**config.mk**
```make
export PLATFORM = sky130hd
export DESIGN_NAME = fetch_unit
export DESIGN_NICKNAME = d
export VERILOG_FILES = /design/src/rtl/fetch_unit.sv
export SDC_FILE = /design/constraint.sdc
export NUM_CORES = 1
export LEC_CHECK = 0
export BUFFER_PORTS_ARGS = -buffer_cell sky130_fd_sc_hd__buf_4
export CAP_MARGIN = 20
export CORE_AREA = 2 2 175 177
export CTS_CLUSTER_SIZE = 28
export DETAILED_ROUTE_END_ITERATION = 8
export DIE_AREA = 0 0 177 179
export GPL_ROUTABILITY_DRIVEN = 0
export PLACE_DENSITY = 0.45
export SYNTH_ARGS = -nofsm -noshare
export SYNTH_HDL_FRONTEND = slang
export SYNTH_SLANG_ARGS = --single-unit
export TNS_END_PERCENT = 10
```
**constraint.sdc**
```tcl
create_clock -name clock -period 2.7 [get_ports clock]
set_input_delay 0.405 -clock clock [delete_from_list [all_inputs] [get_ports clock]]
set_output_delay 0.405 -clock clock [all_outputs]
set_load 0.005 [all_outputs]
```
**src/rtl/fetch_unit.sv**
```systemverilog
// fetch_unit: owns the program counter, fetches one word per cycle from the
// instruction memory and hands it to decode through a 2-entry buffer.
// Redirects flush the buffer; an illegal fetch address parks the unit in a
// sticky fault state until reset.
module fetch_unit #(
  parameter logic [31:0] BASE_ADDR = 32'h01000000,
  parameter logic [31:0] MEM_BYTES = 32'h00010000
) (
  input  logic        clock,
  input  logic        reset_n,
  output logic [31:0] imem_address,
  output logic        imem_read_write,
  input  logic [31:0] imem_data,
  input  logic        redirect,
  input  logic [31:0] redirect_pc,
  output logic [31:0] inst,
  output logic [31:0] inst_pc,
  output logic        inst_valid,
  input  logic        inst_ready,
  output logic        fault,
  output logic [31:0] fault_pc
);

  // Highest address at which a whole 4-byte word still fits in the region.
  localparam logic [31:0] LAST_ADDR = BASE_ADDR + MEM_BYTES - 32'd4;

  typedef enum logic [1:0] {
    ST_IDLE  = 2'd0,
    ST_RUN   = 2'd1,
    ST_FAULT = 2'd2
  } state_t;

  state_t      state_reg, state_next;
  logic [31:0] pc_reg, pc_next;
  logic [1:0]  count_reg, count_next;
  logic        wr_ptr_reg, wr_ptr_next;
  logic        rd_ptr_reg, rd_ptr_next;
  logic        fault_reg, fault_next;
  logic [31:0] fault_pc_reg, fault_pc_next;

  logic [31:0] buf_pc_reg   [2];
  logic [31:0] buf_inst_reg [2];

  logic do_redirect;
  logic do_pop;
  logic push_try;
  logic pc_legal;
  logic do_push;

  // Handshake and fetch decisions for this edge; redirect overrides both
  // push and pop, but is ignored once faulted.
  always_comb begin
    do_redirect = redirect && (state_reg != ST_FAULT);
    do_pop      = inst_valid && inst_ready && !do_redirect;
    push_try    = (state_reg == ST_RUN) && !do_redirect &&
                  ((count_reg != 2'd2) || do_pop);
    pc_legal    = (pc_reg[1:0] == 2'b00) &&
                  (pc_reg >= BASE_ADDR) && (pc_reg <= LAST_ADDR);
    do_push     = push_try && pc_legal;
  end

  // Next-state logic: PC sequencing, fault capture and FSM transitions.
  always_comb begin
    state_next    = state_reg;
    pc_next       = pc_reg;
    fault_next    = fault_reg;
    fault_pc_next = fault_pc_reg;
    case (state_reg)
      ST_IDLE: begin
        // The idle cycle never fetches, but a redirect still lands.
        if (do_redirect) pc_next = redirect_pc;
        state_next = ST_RUN;
      end
      ST_RUN: begin
        if (do_redirect) begin
          pc_next = redirect_pc;
        end else if (push_try && !pc_legal) begin
          state_next    = ST_FAULT;
          fault_next    = 1'b1;
          fault_pc_next = pc_reg;
        end else if (do_push) begin
          pc_next = pc_reg + 32'd4;
        end
      end
      ST_FAULT: begin
        state_next = ST_FAULT;
      end
      default: begin
        state_next = ST_IDLE;
      end
    endcase
  end

  // Buffer occupancy and pointer bookkeeping.
  always_comb begin
    count_next  = count_reg;
    wr_ptr_next = wr_ptr_reg;
    rd_ptr_next = rd_ptr_reg;
    if (do_redirect) begin
      count_next  = 2'd0;
      wr_ptr_next = 1'b0;
      rd_ptr_next = 1'b0;
    end else begin
      count_next = count_reg + {1'b0, do_push} - {1'b0, do_pop};
      if (do_push) wr_ptr_next = ~wr_ptr_reg;
      if (do_pop)  rd_ptr_next = ~rd_ptr_reg;
    end
  end

  // Control state registers.
  always_ff @(posedge clock or negedge reset_n) begin
    if (!reset_n) begin
      state_reg    <= ST_IDLE;
      pc_reg       <= BASE_ADDR;
      count_reg    <= 2'd0;
      wr_ptr_reg   <= 1'b0;
      rd_ptr_reg   <= 1'b0;
      fault_reg    <= 1'b0;
      fault_pc_reg <= 32'd0;
    end else begin
      state_reg    <= state_next;
      pc_reg       <= pc_next;
      count_reg    <= count_next;
      wr_ptr_reg   <= wr_ptr_next;
      rd_ptr_reg   <= rd_ptr_next;
      fault_reg    <= fault_next;
      fault_pc_reg <= fault_pc_next;
    end
  end

  // One register pair per buffer slot, written when the write pointer selects it.
  for (genvar gi = 0; gi < 2; gi++) begin : g_entry
    localparam logic SLOT = 1'(gi);
    // Capture {pc, instruction} into this slot on a push.
    always_ff @(posedge clock or negedge reset_n) begin
      if (!reset_n) begin
        buf_pc_reg[gi]   <= 32'd0;
        buf_inst_reg[gi] <= 32'd0;
      end else if (do_push && (wr_ptr_reg == SLOT)) begin
        buf_pc_reg[gi]   <= pc_reg;
        buf_inst_reg[gi] <= imem_data;
      end
    end
  end

  assign imem_address    = pc_reg;
  assign imem_read_write = 1'b0;
  assign inst            = buf_inst_reg[rd_ptr_reg];
  assign inst_pc         = buf_pc_reg[rd_ptr_reg];
  assign inst_valid      = (count_reg != 2'd0);
  assign fault           = fault_reg;
  assign fault_pc        = fault_pc_reg;

endmodule

```
[After elaboration in Yosys (flattened, before gate mapping)]
Cells that the tools add are included.
Operators by class
  reductions and logical operators: 23
  equality and inequality tests: 9
  add/sub/neg operators: 3
  bitwise operators: 4
  order comparisons: 3
  multiplexer cells: 19
Operators by type and width (number)
  $mux W32: 10
  $pmux W32 S2: 1
  $add A32 B3 Y32 const B: 1
  $ge A32 B25 Y1 const B: 1
  $le A32 B25 Y1 const B: 1
  $logic_and A1 B1 Y1: 11
  $ne A2 B2 Y1 const B: 4
  $reduce_bool A2 Y1: 4
  $mux W2: 3
  $ne A3 B3 Y1 const B: 2
  $pmux W2 S3: 1
  $logic_not A2 Y1: 2
  $mux W1: 4
  $reduce_and A4 Y1: 1
  $not A1 Y1: 3
  $reduce_and A3 Y1: 1
  $add A2 B1 Y2: 1
  $eq A2 B1 Y1 const B: 1
  $eq A2 B2 Y1 const B: 1
  $ge A2 B2 Y1 const B: 1
  $logic_not A1 Y1: 2
  $ne A2 B1 Y1 const B: 1
  $not A1 Y2: 1
  $reduce_and A2 Y1: 1
  2 further kinds: 2
Storage, ports and cells
  flip-flop bits (word level): 199
  output and inout bits: 131

[Depth between registers and ports, before layout]
Gate-level depths: netlist of the first run.
  depth after elaboration: 11
  gate-level depth with buffers: 11
  gate-level depth less buffers: 11

[Least setup slack after synthesis of the first run]
No wires, ideal clock.
  path kind: register to register
  start point: register pc_reg[25] (netlist: imem_address[25])
  end point: register count_reg[1]
  buffers on the path: 0
  period minus slack after synthesis: 2453 ps
  data required time: 2570 ps
  arrival time: 2324 ps
  cell stages (with the launch flop): 10
  setup slack: 247 ps
  cell sequence: dfrtp_1 > nor4_2 > nand3_1 > or4_1 > ha_1 > inv_1 > ha_1 > xor2_1 > xnor2_1 > nor2_1
On the way
  cells in the longest elaborated chain, start to end: 7
Ends and longest elaborated chain
  start: declaration: RTL line 34  | logic [31:0] pc_reg, pc_next;
  start signal: assignment: RTL line 122  | pc_reg <= pc_next;
  $ge A32 B25 Y1: RTL line 58  | (pc_reg >= BASE_ADDR) && (pc_reg <= LAST_ADDR);
  $logic_and A1 B1 Y1: RTL line 57  | pc_legal = (pc_reg[1:0] == 2'b00) &&
  $logic_and A1 B1 Y1 *: RTL line 58
  $logic_and A1 B1 Y1 *: RTL line 59  | do_push = push_try && pc_legal;
  $add A2 B1 Y2 *: RTL line 104  | count_next = count_reg + {1'b0, do_push} - {1'b0, do_pop};
  $sub A2 B1 Y2 *: RTL line 104
  $mux W2 *: RTL line 99  | if (do_redirect) begin
  via count_next[1]: RTL line 35  | logic [1:0] count_reg, count_next;
  end signal: assignment: RTL line 123  | count_reg <= count_next;
  end: declaration: RTL line 35
The timed path passes the listed nets; every way through them passes the cells marked *.
A chain may end at the register's enable or synchronous reset.

[Worst setup path in the final report of the first run]
  start point: register pc_reg[31] (netlist: imem_address[31])
  end point: register count_reg[1]
Same word-level chain as after synthesis.

==> results of run 1 <==
==> per-stage QoR <==
stage	util [%]	cell area [um^2]
after floorplan	-	8810
after global placement	36.5	11000
after detailed placement	36.5	11000
after CTS	38.5	11600
after global routing	38.5	11600
final	38.5	11600
==> layer usage <==
metal / share of wire (%) / vias to the layer above / track usage, % / routed length [um]
met4: 1.0 / 0 / 3.86 / 247
met1: 47 / 2989 / 21.3 / 11200
li1: - / 2836 / - / -
met3: 7.1 / 17 / 4.81 / 1670
met5: 0 / - / 0 / 0
met2: 45 / 185 / 22.7 / 10500
==> power by group through the flow <==
stage / clock network (mW) / logic (mW) / registers, mW
final: 2.57 / 2.85 / 3.96
after global routing: 2.81 / 3.16 / 4.04
after CTS: 2.68 / 2.90 / 3.95
after detailed placement: 0 / 2.89 / 4.00
after global placement: 0 / 2.89 / 4.00
after floorplan: 0 / 1.27 / 3.96
==> kinds of logic after synthesis <==
| group | synth area share (%) |
|---|---|
| flip-flops | 56.6 |
| multiplexers | 24.8 |
| AND/OR/NAND/NOR | 8.97 |
| AO/OA/AOI/OAI | 5.57 |
| buffers and inverters | 2.66 |
| adder cells (fa/ha/maj) | 0.995 |
| XOR/XNOR | 0.398 |
| other | 0.0426 |
==> worst reg2reg max path: cells and delay by family (launching register included) <==
family,cells,cell delay (ns)
xor+xnor,2,0.29
flops,1,0.43
simple gates,4,1.16
buf+inv,1,0.04
fa+ha+maj,2,0.47
==> placed cells by master (no fill, tap or decap), drive strengths merged, types with 7 or more instances in the layout <==
cell and instances:
a21oi 14, a31oi 8, and2 20, buf 236
clkbuf 19, dfrtp 198, ha 7, inv 12
mux2 194, nand2 25, nand3 9, nor2 30
nor2b 18, nor4 9, o21ai 14, o22ai 8
==> path summary, 6_finish.rpt <==
check | to | slack, ns | cells past startpoint
worst min register to register | buf_pc_reg[56]$_DFFE_PN0P_ | 0.47 | 1
max in group asynchronous | imem_address[24]$_DFFE_PN1P_ | 1.53 | 3
worst min-delay path | buf_inst_reg[39]$_DFFE_PN0P_ | 0.19 | 2
min in group asynchronous | buf_inst_reg[12]$_DFFE_PN0P_ | 0.47 | 2
worst max-delay path | count_reg[1]$_DFF_PN0_ | 0.19 | 9
worst max register to register | count_reg[1]$_DFF_PN0_ | 0.19 | 9
==> area by class of cell <==
| class | instances | area [um^2] | share of cell area (%) |
|---|---|---|---|
| multi-input cells | 422 | 3620 | 31.3 |
| well taps | 396 | 495 | 4.28 |
| clock buffers | 18 | 439 | 3.79 |
| inverters | 7 | 26.3 | 0.227 |
| clock inverters | 13 | 143 | 1.23 |
| repair buffers | 238 | 1870 | 16.2 |
| flip-flops and latches | 199 | 4980 | 43.0 |
==> cells in the mapped netlist (all sizes together) (2+ instances only) <==
| master | count |
|---|---|
| dfrtp | 198 |
| mux2 | 194 |
| nor2 | 30 |
| nand2 | 25 |
| buf | 21 |
| and2 | 20 |
| clkbuf | 18 |
| nor2b | 18 |
| a21oi | 14 |
| o21ai | 14 |
| nand3 | 9 |
| nor4 | 9 |
| a31oi | 8 |
| o22ai | 8 |
| ha | 7 |
| inv | 7 |
| nor3 | 6 |
| o22a | 6 |
| a211oi | 5 |
| and3 | 5 |
| nand4 | 4 |
| and4 | 3 |
| nand2b | 3 |
| o31ai | 3 |
| or2 | 3 |
| or4 | 3 |
| xor2 | 3 |
| nand3b | 2 |
| o21a | 2 |
==> what timing repair did <==
item	CTS	global route
setup endpoints to repair	0	1
hold buffers	1	0
resized for setup	0	3
hold endpoints to repair	39	0
==> flow_summary.json, run 1 <==
{
  "via_per_inst": 4.66,
  "cap_violations": 0,
  "fin_tns_setup_ns": 0,
  "ant_nets": 0,
  "startpoint": "imem_address[31]$_DFFE_PN0P_",
  "drt_iter0_markers": 252,
  "synth_top_flop_cell": "dfrtp_1",
  "synth.net_count": 742,
  "grtUsageTotal_pct": 15.2,
  "drive_gt1_share_pct": 48.3,
  "slowest_stage": "or4_1",
  "antenna_found_initial": 0,
  "io_buffer_count": 197,
  "rsz0062_at_grt": "false",
  "synth.area.top_cells": "dfrtp_1, mux2_2, mux2_1, and2_1, nor2_1",
  "htreeDepth": 4,
  "wl_per_cell_um": 18.2,
  "cts.path.max_buffers": 2,
  "p_total_mw": 9.38,
  "routed_wl_um": 23600,
  "switching_share_pct": 32.7,
  "insertion_delay_ns": 0.43,
  "grt_pass1_wl_um": 37000,
  "vdd_ir_drop_max_uv": 459,
  "path_max_fanout": 5,
  "yosysUniqueCellTypes": 55,
  "setup_ws_ns": 0.188,
  "initial_core_util_pct": 29.3,
  "cp_cell_sequence": "nor4_1 > nand3_2 > or4_1 > ha_1 > inv_1 > ha_1 > xor2_1 > xnor2_1 > nor2_1",
  "clock-root-buffer": "clkbuf_16",
  "grt_pass1_vias": 6256,
  "hold_path.class": "in -> reg",
  "rows": 64,
  "postSynthCellCount": 667,
  "area_delta_synth_final_pct": 31.4,
  "grt-ovfl-total": 0,
  "fmax_mhz": 398,
  "ios": 199,
  "tightest_slew_ns": 0.968,
  "dr_total_vias": 6027,
  "finalHoldViolations": 0,
  "coreArea_um2": 30000,
  "finalMaxSlewViolations": 0,
  "crit_required_ns": 3.02,
  "whs_ns": 0.195,
  "die_y_um": 179,
  "setup.worst_path.end_class": "flop",
  "netlist_area_um2": 8810,
  "final-setup-viol-count": 0,
  "pwr-share-clk_pct": 27.4,
  "yosys.area.top_type": "dfrtp_1",
  "skew_ns": 0.0115,
  "dpl_worst_slack_ns": 0.144,
  "internal-power_mw": 6.31,
  "ys_async_sr_fraction_pct": 100,
  "crit_buf_inv": 1,
  "cts.sink_count": 199,
  "critical_path.top_delay_family": "simple AND/OR/NAND/NOR gates",
  "powerDensity_nw_per_um2": 810,
  "yosysSeqAreaShare_pct": 56.6,
  "synth_edf_count": 0,
  "fin_crit_ns": 2.51,
  "post-cts-setup-buffer-count": 0,
  "grt_max_degree": 58,
  "status": "completed",
  "detail_route.first_pass.iterations": 4,
  "ys_warn_count": 0,
  "avgSynthCellArea_um2": 13.2,
  "clkTransAtPathRegs_ns": 0.08,
  "crit_path_start_kind": "flop",
  "dp.cells": 1261,
  "p_seq_share_pct": 42.2,
  "power_leakage_nw": 5.72,
  "hold_start": "imem_data[7]",
  "die_width_um": 177,
  "max_stage_delay_ns": 0.58,
  "synth.top_cell.area_share_pct": 56.3,
  "ys_ff_latch": 199,
  "cpMostUsedCell": "ha_1",
  "numCtsBuffers": 17,
  "hpwl_um": 16200,
  "layout.cells.non_filler": 1293,
  "switching_power_mw": 3.06,
  "cts_tree": "done",
  "criticalPathCategory": "reg -> reg",
  "timing.final.crit_share_pct": 93.0,
  "drc": 0,
  "nets": 960,
  "reg2reg_from": "imem_address[31]$_DFFE_PN0P_",
  "worstPathArrival_ns": 2.83,
  "combPwrFrac_pct": 30.4,
  "slew_headroom_pct": 35.5,
  "antenna_cells": 0,
  "fill_cells": 2954,
  "dieArea_um2": 31700
}
(Power assumes the default switching activity.)
==> inputs of run 2 (changes only) <==
--- a/config.mk
+++ b/config.mk
@@ -13,6 +13,7 @@
 export DIE_AREA = 0 0 177 179
 export GPL_ROUTABILITY_DRIVEN = 0
 export PLACE_DENSITY = 0.45
+export REMOVE_ABC_BUFFERS = 1
 export SYNTH_ARGS = -nofsm -noshare
 export SYNTH_HDL_FRONTEND = slang
 export SYNTH_SLANG_ARGS = --single-unit
==> run 2 against run 1 <==
Against the previous run:
- clock power decreased by 3%
- combinational power fell by 3%
- setup slack improved by 0.037 ns
- clock skew increased by 0.0074 ns
- critical path type unchanged
- register-to-register slack better by 0.04 ns
- cell count about the same
- power shrank 1.2%
- non-clock buffer count is 2 lower
- final area unchanged
- largest power group unchanged
- via count is 0.12% lower
- sequential power rose by 1%
==> flow_summary.json, run 2 (synthesis gave the netlist of run 1 again) <==
{
  "ant_nets": 0,
  "path_max_fanout": 4,
  "via_per_inst": 4.66,
  "die_y_um": 179,
  "drc": 0,
  "cts.sink_count": 199,
  "crit_path_start_kind": "flop",
  "grtUsageTotal_pct": 15.0,
  "criticalPathCategory": "reg -> reg",
  "slew_headroom_pct": 49.1,
  "antenna_found_initial": 0,
  "skew_ns": 0.0188,
  "drive_gt1_share_pct": 48.0,
  "area_delta_synth_final_pct": 31.4,
  "final-setup-viol-count": 0,
  "fmax_mhz": 404,
  "initial_core_util_pct": 29.3,
  "grt_pass1_wl_um": 36700,
  "setup.worst_path.end_class": "flop",
  "cap_violations": 0,
  "drt_iter0_markers": 211,
  "postLayoutCellArea_um2": 11600,
  "clock-root-buffer": "clkbuf_16",
  "final_common_cell": "buf_4",
  "hold_path.class": "in -> reg",
  "nets": 958,
  "clkTransAtPathRegs_ns": 0.09,
  "cts_tree": "done",
  "hpwl_um": 16100,
  "powerDensity_nw_per_um2": 801,
  "whs_ns": 0.196,
  "crit_required_ns": 3.02,
  "cts.path.max_buffers": 2,
  "finalHoldViolations": 0,
  "antenna_cells": 0,
  "final_cell_mix": "buf_4, dfrtp_1, mux2_2, mux2_1, nor2_1",
  "grt_pass1_vias": 6307,
  "fin_tns_setup_ns": 0,
  "dieArea_um2": 31700,
  "insertion_delay_ns": 0.44,
  "io_buffer_count": 197,
  "p_total_mw": 9.27,
  "hold_buffers": 1,
  "dr_total_vias": 6020,
  "placed_cell_area_um2": 11000,
  "grt_max_degree": 65,
  "timing.final.crit_share_pct": 91.7,
  "fin_util_pct": 38.5,
  "routed_wl_um": 23400,
  "numCtsBuffers": 17,
  "cts_resized": 0,
  "wl_per_cell_um": 18.1,
  "coreArea_um2": 30000,
  "rsz0062_at_grt": "false",
  "ios": 199,
  "fill_cells": 2949,
  "die_width_um": 177,
  "detail_route.first_pass.iterations": 4,
  "tightest_slew_ns": 0.763,
  "power_leakage_nw": 5.73,
  "status": "completed",
  "fin_crit_ns": 2.47,
  "vdd_ir_drop_max_uv": 391,
  "worstPathArrival_ns": 2.79,
  "grt-ovfl-total": 0,
  "finalMaxSlewViolations": 0,
  "post-cts-setup-buffer-count": 0,
  "rows": 64,
  "htreeDepth": 4
}
run 2: cell types whose count changed in the layout (fill, tap and decap cells not counted), moves of 2 or more:
cell,delta
buf_12,+4
clkinv_2,+2
clkinvlp_4,-4
buf_4,-6
nor4_2,+2
nor4_4,-2
run 2: routing by layer:
layer  GRT usage [%]  up-vias  share of wire, %
li1                -     2818                 -
met1            21.0     3014                48
met2            22.6      174                44
met3            4.58       14               7.2
met4            3.99        0              0.81
met5               0        -                 0
run 2: worst max-delay path: stages (launching register included):
cell,delay [ns]
dfrtp_1,0.42
nor4_2,0.37
nand3_1,0.17
or4_1,0.56
ha_1,0.29
inv_1,0.03
ha_1,0.17
xor2_1,0.15
xnor2_1,0.13
nor2_1,0.05
run 2: path summary, 6_finish.rpt:
kind / start / to / slack (ns) / depth (start not counted)
setup / recovery: imem_address[1]$_DFFE_PN0P_ / count_reg[1]$_DFF_PN0_ / 0.23 / 9
hold / removal: imem_data[8] / buf_inst_reg[8]$_DFFE_PN0P_ / 0.20 / 2
setup reg to reg: imem_address[1]$_DFFE_PN0P_ / count_reg[1]$_DFF_PN0_ / 0.23 / 9
hold reg to reg: buf_pc_reg[56]$_DFFE_PN0P_ / buf_pc_reg[56]$_DFFE_PN0P_ / 0.47 / 1
max in group asynchronous: reset_n / imem_address[24]$_DFFE_PN1P_ / 1.51 / 3
min in group asynchronous: reset_n / buf_inst_reg[3]$_DFFE_PN0P_ / 0.47 / 2
run 2: where the power goes:
group | internal, mW | switching, mW | leakage (nW)
Clock | 1.23 | 1.27 | 0.281
Sequential | 3.47 | 0.533 | 2.62
Combinational | 1.49 | 1.27 | 2.83
Total | 6.20 | 3.07 | 5.73
run 2: area by class of cell:
class,instances,area [um^2],share of cell area [%]
clock buffers,18,429,3.71
clock inverters,14,138,1.19
inverters,7,26.3,0.227
multi-input cells,422,3600,31.1
flip-flops and latches,199,4980,43.1
well taps,396,495,4.28
repair buffers,236,1910,16.5
run 2: through the flow:
stage / worst slack [ns] / std cells
finish: 0.225 / 1292
global route: 0.0602 / 1292
CTS: 0.200 / 1292
detailed placement: 0.227 / 1259
global placement: 0.251 / 1259
floorplan: -0.844 / 628
==> inputs of run 3 (changes only) <==
--- a/config.mk
+++ b/config.mk
@@ -5,12 +5,13 @@
 export SDC_FILE = /design/constraint.sdc
 export NUM_CORES = 1
 export LEC_CHECK = 0
+export ABC_AREA = 1
 export BUFFER_PORTS_ARGS = -buffer_cell sky130_fd_sc_hd__buf_4
 export CAP_MARGIN = 20
-export CORE_AREA = 2 2 175 177
+export CORE_AREA = 2 2 180 182
 export CTS_CLUSTER_SIZE = 28
 export DETAILED_ROUTE_END_ITERATION = 8
-export DIE_AREA = 0 0 177 179
+export DIE_AREA = 0 0 182 184
 export GPL_ROUTABILITY_DRIVEN = 0
 export PLACE_DENSITY = 0.45
 export REMOVE_ABC_BUFFERS = 1
==> run 3 against run 2 <==
Against the previous run:
- flip-flop and latch count unchanged
- via count grew 28%
- power increased by 2.5%
- setup slack improved by 0.098 ns
- routed wire length increased by 14%
- final area is 2.7% higher
- clock skew shrank 0.0050 ns
- fmax up 4.1%
- critical path depth down 6
- core utilization shrank 0.67 points
- register-to-register slack better by 0.13 ns
- hold slack got worse by 0.013 ns
==> flow_summary.json, run 3 <==
{
  "status": "completed",
  "postLayoutCellArea_um2": 11900,
  "met3_usage_pct": 3.41,
  "nets": 1410,
  "internal-power_mw": 6.06,
  "cap_violations": 0,
  "timing.final.crit_share_pct": 88.0,
  "worstPathArrival_ns": 1.97,
  "synth.top_cell.area_share_pct": 52.9,
  "antenna_found_initial": 1,
  "synth.top_cells.by_count": "nand2_1, dfrtp_1, inv_1, nor2_1, o21ai_0",
  "skew_ns": 0.0139,
  "slew_headroom_pct": 65.9,
  "setup.worst_path.end_class": "primary output",
  "die_y_um": 184,
  "layout.cells.non_filler": 1751,
  "reg2regPathDepth": 11,
  "cpMostUsedCell": "buf_4",
  "insertion_delay_ns": 0.43,
  "netlist_area_um2": 9370,
  "hpwl_um": 18800,
  "max_stage_delay_ns": 0.59,
  "rsz0062_at_grt": "false",
  "postSynthCellCount": 1151,
  "grt_max_degree": 61,
  "clock-root-buffer": "clkbuf_16",
  "placed_cell_area_um2": 11300,
  "path_max_fanout": 42,
  "yosys.area.top_type": "dfrtp_1",
  "fill_cells": 3339,
  "fin_crit_ns": 2.38,
  "grtUsageTotal_pct": 16.2,
  "die_width_um": 182,
  "grt_pass1_wl_um": 42500,
  "synth.area.top_cells": "dfrtp_1, nand2_1, inv_1, o21ai_2, o21ai_0",
  "coreArea_um2": 31400,
  "yosysMostFrequentCell": "nand2_1",
  "tightest_slew_ns": 0.508,
  "crit_path_start_kind": "flop",
  "pwr-share-clk_pct": 28.6,
  "slowest_stage": "dfrtp_4",
  "cts_tree": "done",
  "rows": 65,
  "criticalPathCategory": "reg -> out",
  "area_delta_synth_final_pct": 26.9,
  "ys_warn_count": 0,
  "use_met1_pct": 22.8,
  "dp.cells": 1717,
  "initial_core_util_pct": 29.9,
  "htreeDepth": 4,
  "hold_path.class": "in -> reg",
  "avgSynthCellArea_um2": 8.14,
  "final_common_cell": "nand2_1",
  "fmax_mhz": 421,
  "clkTransAtPathRegs_ns": 0.08,
  "grt_pass1_vias": 7535,
  "powerDensity_nw_per_um2": 799,
  "io_buffer_count": 197,
  "ant_nets": 0,
  "final-setup-viol-count": 0,
  "vdd_ir_drop_max_uv": 424,
  "reg2reg_from": "state_reg[0]$_DFFE_PN0P_",
  "ys_async_sr_fraction_pct": 100,
  "detail_route.first_pass.iterations": 5,
  "yosysSeqAreaShare_pct": 53.2,
  "finalHoldViolations": 0,
  "grt.busiest_layer": "met2",
  "timing.hold.worst_endpoint": "imem_address[1]$_DFFE_PN0P_",
  "wl_per_cell_um": 15.3,
  "drc": 0,
  "dieArea_um2": 33500,
  "hold_start": "redirect_pc[1]",
  "p_total_mw": 9.50,
  "synth_top_flop_cell": "dfrtp_1",
  "numCtsBuffers": 17,
  "r2r_slack_ns": 0.36,
  "power_leakage_nw": 6.18,
  "yosysUniqueCellTypes": 31,
  "dr_total_vias": 7729,
  "p_seq_share_pct": 41.8,
  "cts.sink_count": 199,
  "drt_iter0_markers": 488,
  "grtUsageMet2_pct": 25.6,
  "crit_required_ns": 2.30,
  "whs_path_depth": 3,
  "grt-ovfl-total": 0,
  "combPwrFrac_pct": 29.6,
  "synth_edf_count": 0,
  "switching_share_pct": 36.2,
  "via_per_inst": 4.41,
  "switching_power_mw": 3.44,
  "ys_ff_latch": 199,
  "cp_cell_sequence": "buf_4 > o21ai_0 > buf_4",
  "final_cell_mix": "nand2_1, buf_4, dfrtp_1, inv_1, nor2_1",
  "ios": 199,
  "post-cts-setup-buffer-count": 0,
  "drive_gt1_share_pct": 24.0,
  "cts.path.max_buffers": 2,
  "finalMaxSlewViolations": 0,
  "routed_wl_um": 26700,
  "reg2reg_to": "buf_pc_reg[57]$_DFFE_PN0P_"
}
run 3: changes by cell type after synthesis, moves of 50 or more:
cell / previous run / this run
nand2_1: 24 / 420
mux2_2: 149 / 0
inv_1: 7 / 122
o21ai_0: 14 / 85
nor2_1: 30 / 95
o21ai_2: 0 / 50
run 3: worst max path at each step:
| stage | from | end | slack, ns | cells past startpoint |
|---|---|---|---|---|
| final | rd_ptr_reg$_DFFE_PN0P_ | inst_pc[19] | 0.32 | 3 |
| after global routing | state_reg[0]$_DFFE_PN0P_ | buf_pc_reg[32]$_DFFE_PN0P_ | 0.02 | 11 |
| after CTS | state_reg[0]$_DFFE_PN0P_ | buf_pc_reg[57]$_DFFE_PN0P_ | 0.29 | 11 |
| after detailed placement | state_reg[0]$_DFFE_PN0P_ | buf_pc_reg[57]$_DFFE_PN0P_ | 0.32 | 11 |
| after global placement | state_reg[0]$_DFFE_PN0P_ | buf_pc_reg[49]$_DFFE_PN0P_ | 0.43 | 11 |
| after floorplan | state_reg[0]$_DFFE_PN0P_ | buf_pc_reg[24]$_DFFE_PN0P_ | -1.18 | 11 |
run 3: through the flow:
| step | setup TNS, ns | worst slack [ns] | hold slack (ns) | util (%) |
|---|---|---|---|---|
| 2_1_floorplan | -88.22 | -1.18 | 0.109 | - |
| 3_3_place_gp | 0 | 0.431 | 0.424 | 35.9 |
| 3_5_place_dp | 0 | 0.315 | 0.419 | 35.9 |
| 4_1_cts | 0 | 0.286 | 0.165 | 37.9 |
| 5_1_grt | 0 | 0.0192 | 0.172 | 37.9 |
| 6_report | 0 | 0.324 | 0.184 | 37.9 |
run 3: power by group through the flow:
stage               combinational, mW  sequential [mW]  clock [mW]
global route                     3.21             4.05        2.93
global placement                 2.84             4.02           0
floorplan                        1.31             3.94           0
detailed placement               2.88             4.02           0
CTS                              2.89             3.98        2.81
finish                           2.81             3.98        2.71
run 3: per-layer routing:
layer	up-vias	share of wire (%)	wire (um)
li1	3920	-	-
met1	3611	49	13000
met2	182	44	11800
met3	16	5.6	1510
met4	0	1.2	330
met5	-	0	0
run 3: worst max-delay path: cells and delay by family, from the launching register on:
kind / cells / cell delay, ns
compound gates: 1 / 0.26
buf+inv: 2 / 0.64
flops: 1 / 0.59
run 3: kinds of logic after synthesis:
group | Yosys count | synth area share, %
buffers and inverters | 183 | 8.95
AO/OA/AOI/OAI | 187 | 12.2
other | 1 | 0.0400
XOR/XNOR | 13 | 1.21
AND/OR/NAND/NOR | 561 | 23.6
adder cells (fa/ha/maj) | 7 | 0.935
flip-flops | 199 | 53.2
run 3: timing repair:
item | CTS | global route
resized for setup | 0 | 0
hold endpoints to repair | 52 | 0
hold buffers | 1 | 0
endpoints found under the setup margin | 0 | 0
run 3: cell type report:
cell class | instances | area [um^2] | area share, %
diodes | 1 | 2.50 | 0.0210
clock buffers | 18 | 429 | 3.61
clock inverters | 14 | 184 | 1.55
inverters | 130 | 488 | 4.10
multi-input cells | 769 | 3570 | 30.0
flip-flops and latches | 199 | 4980 | 41.9
well taps | 402 | 503 | 4.23
repair buffers | 218 | 1730 | 14.6
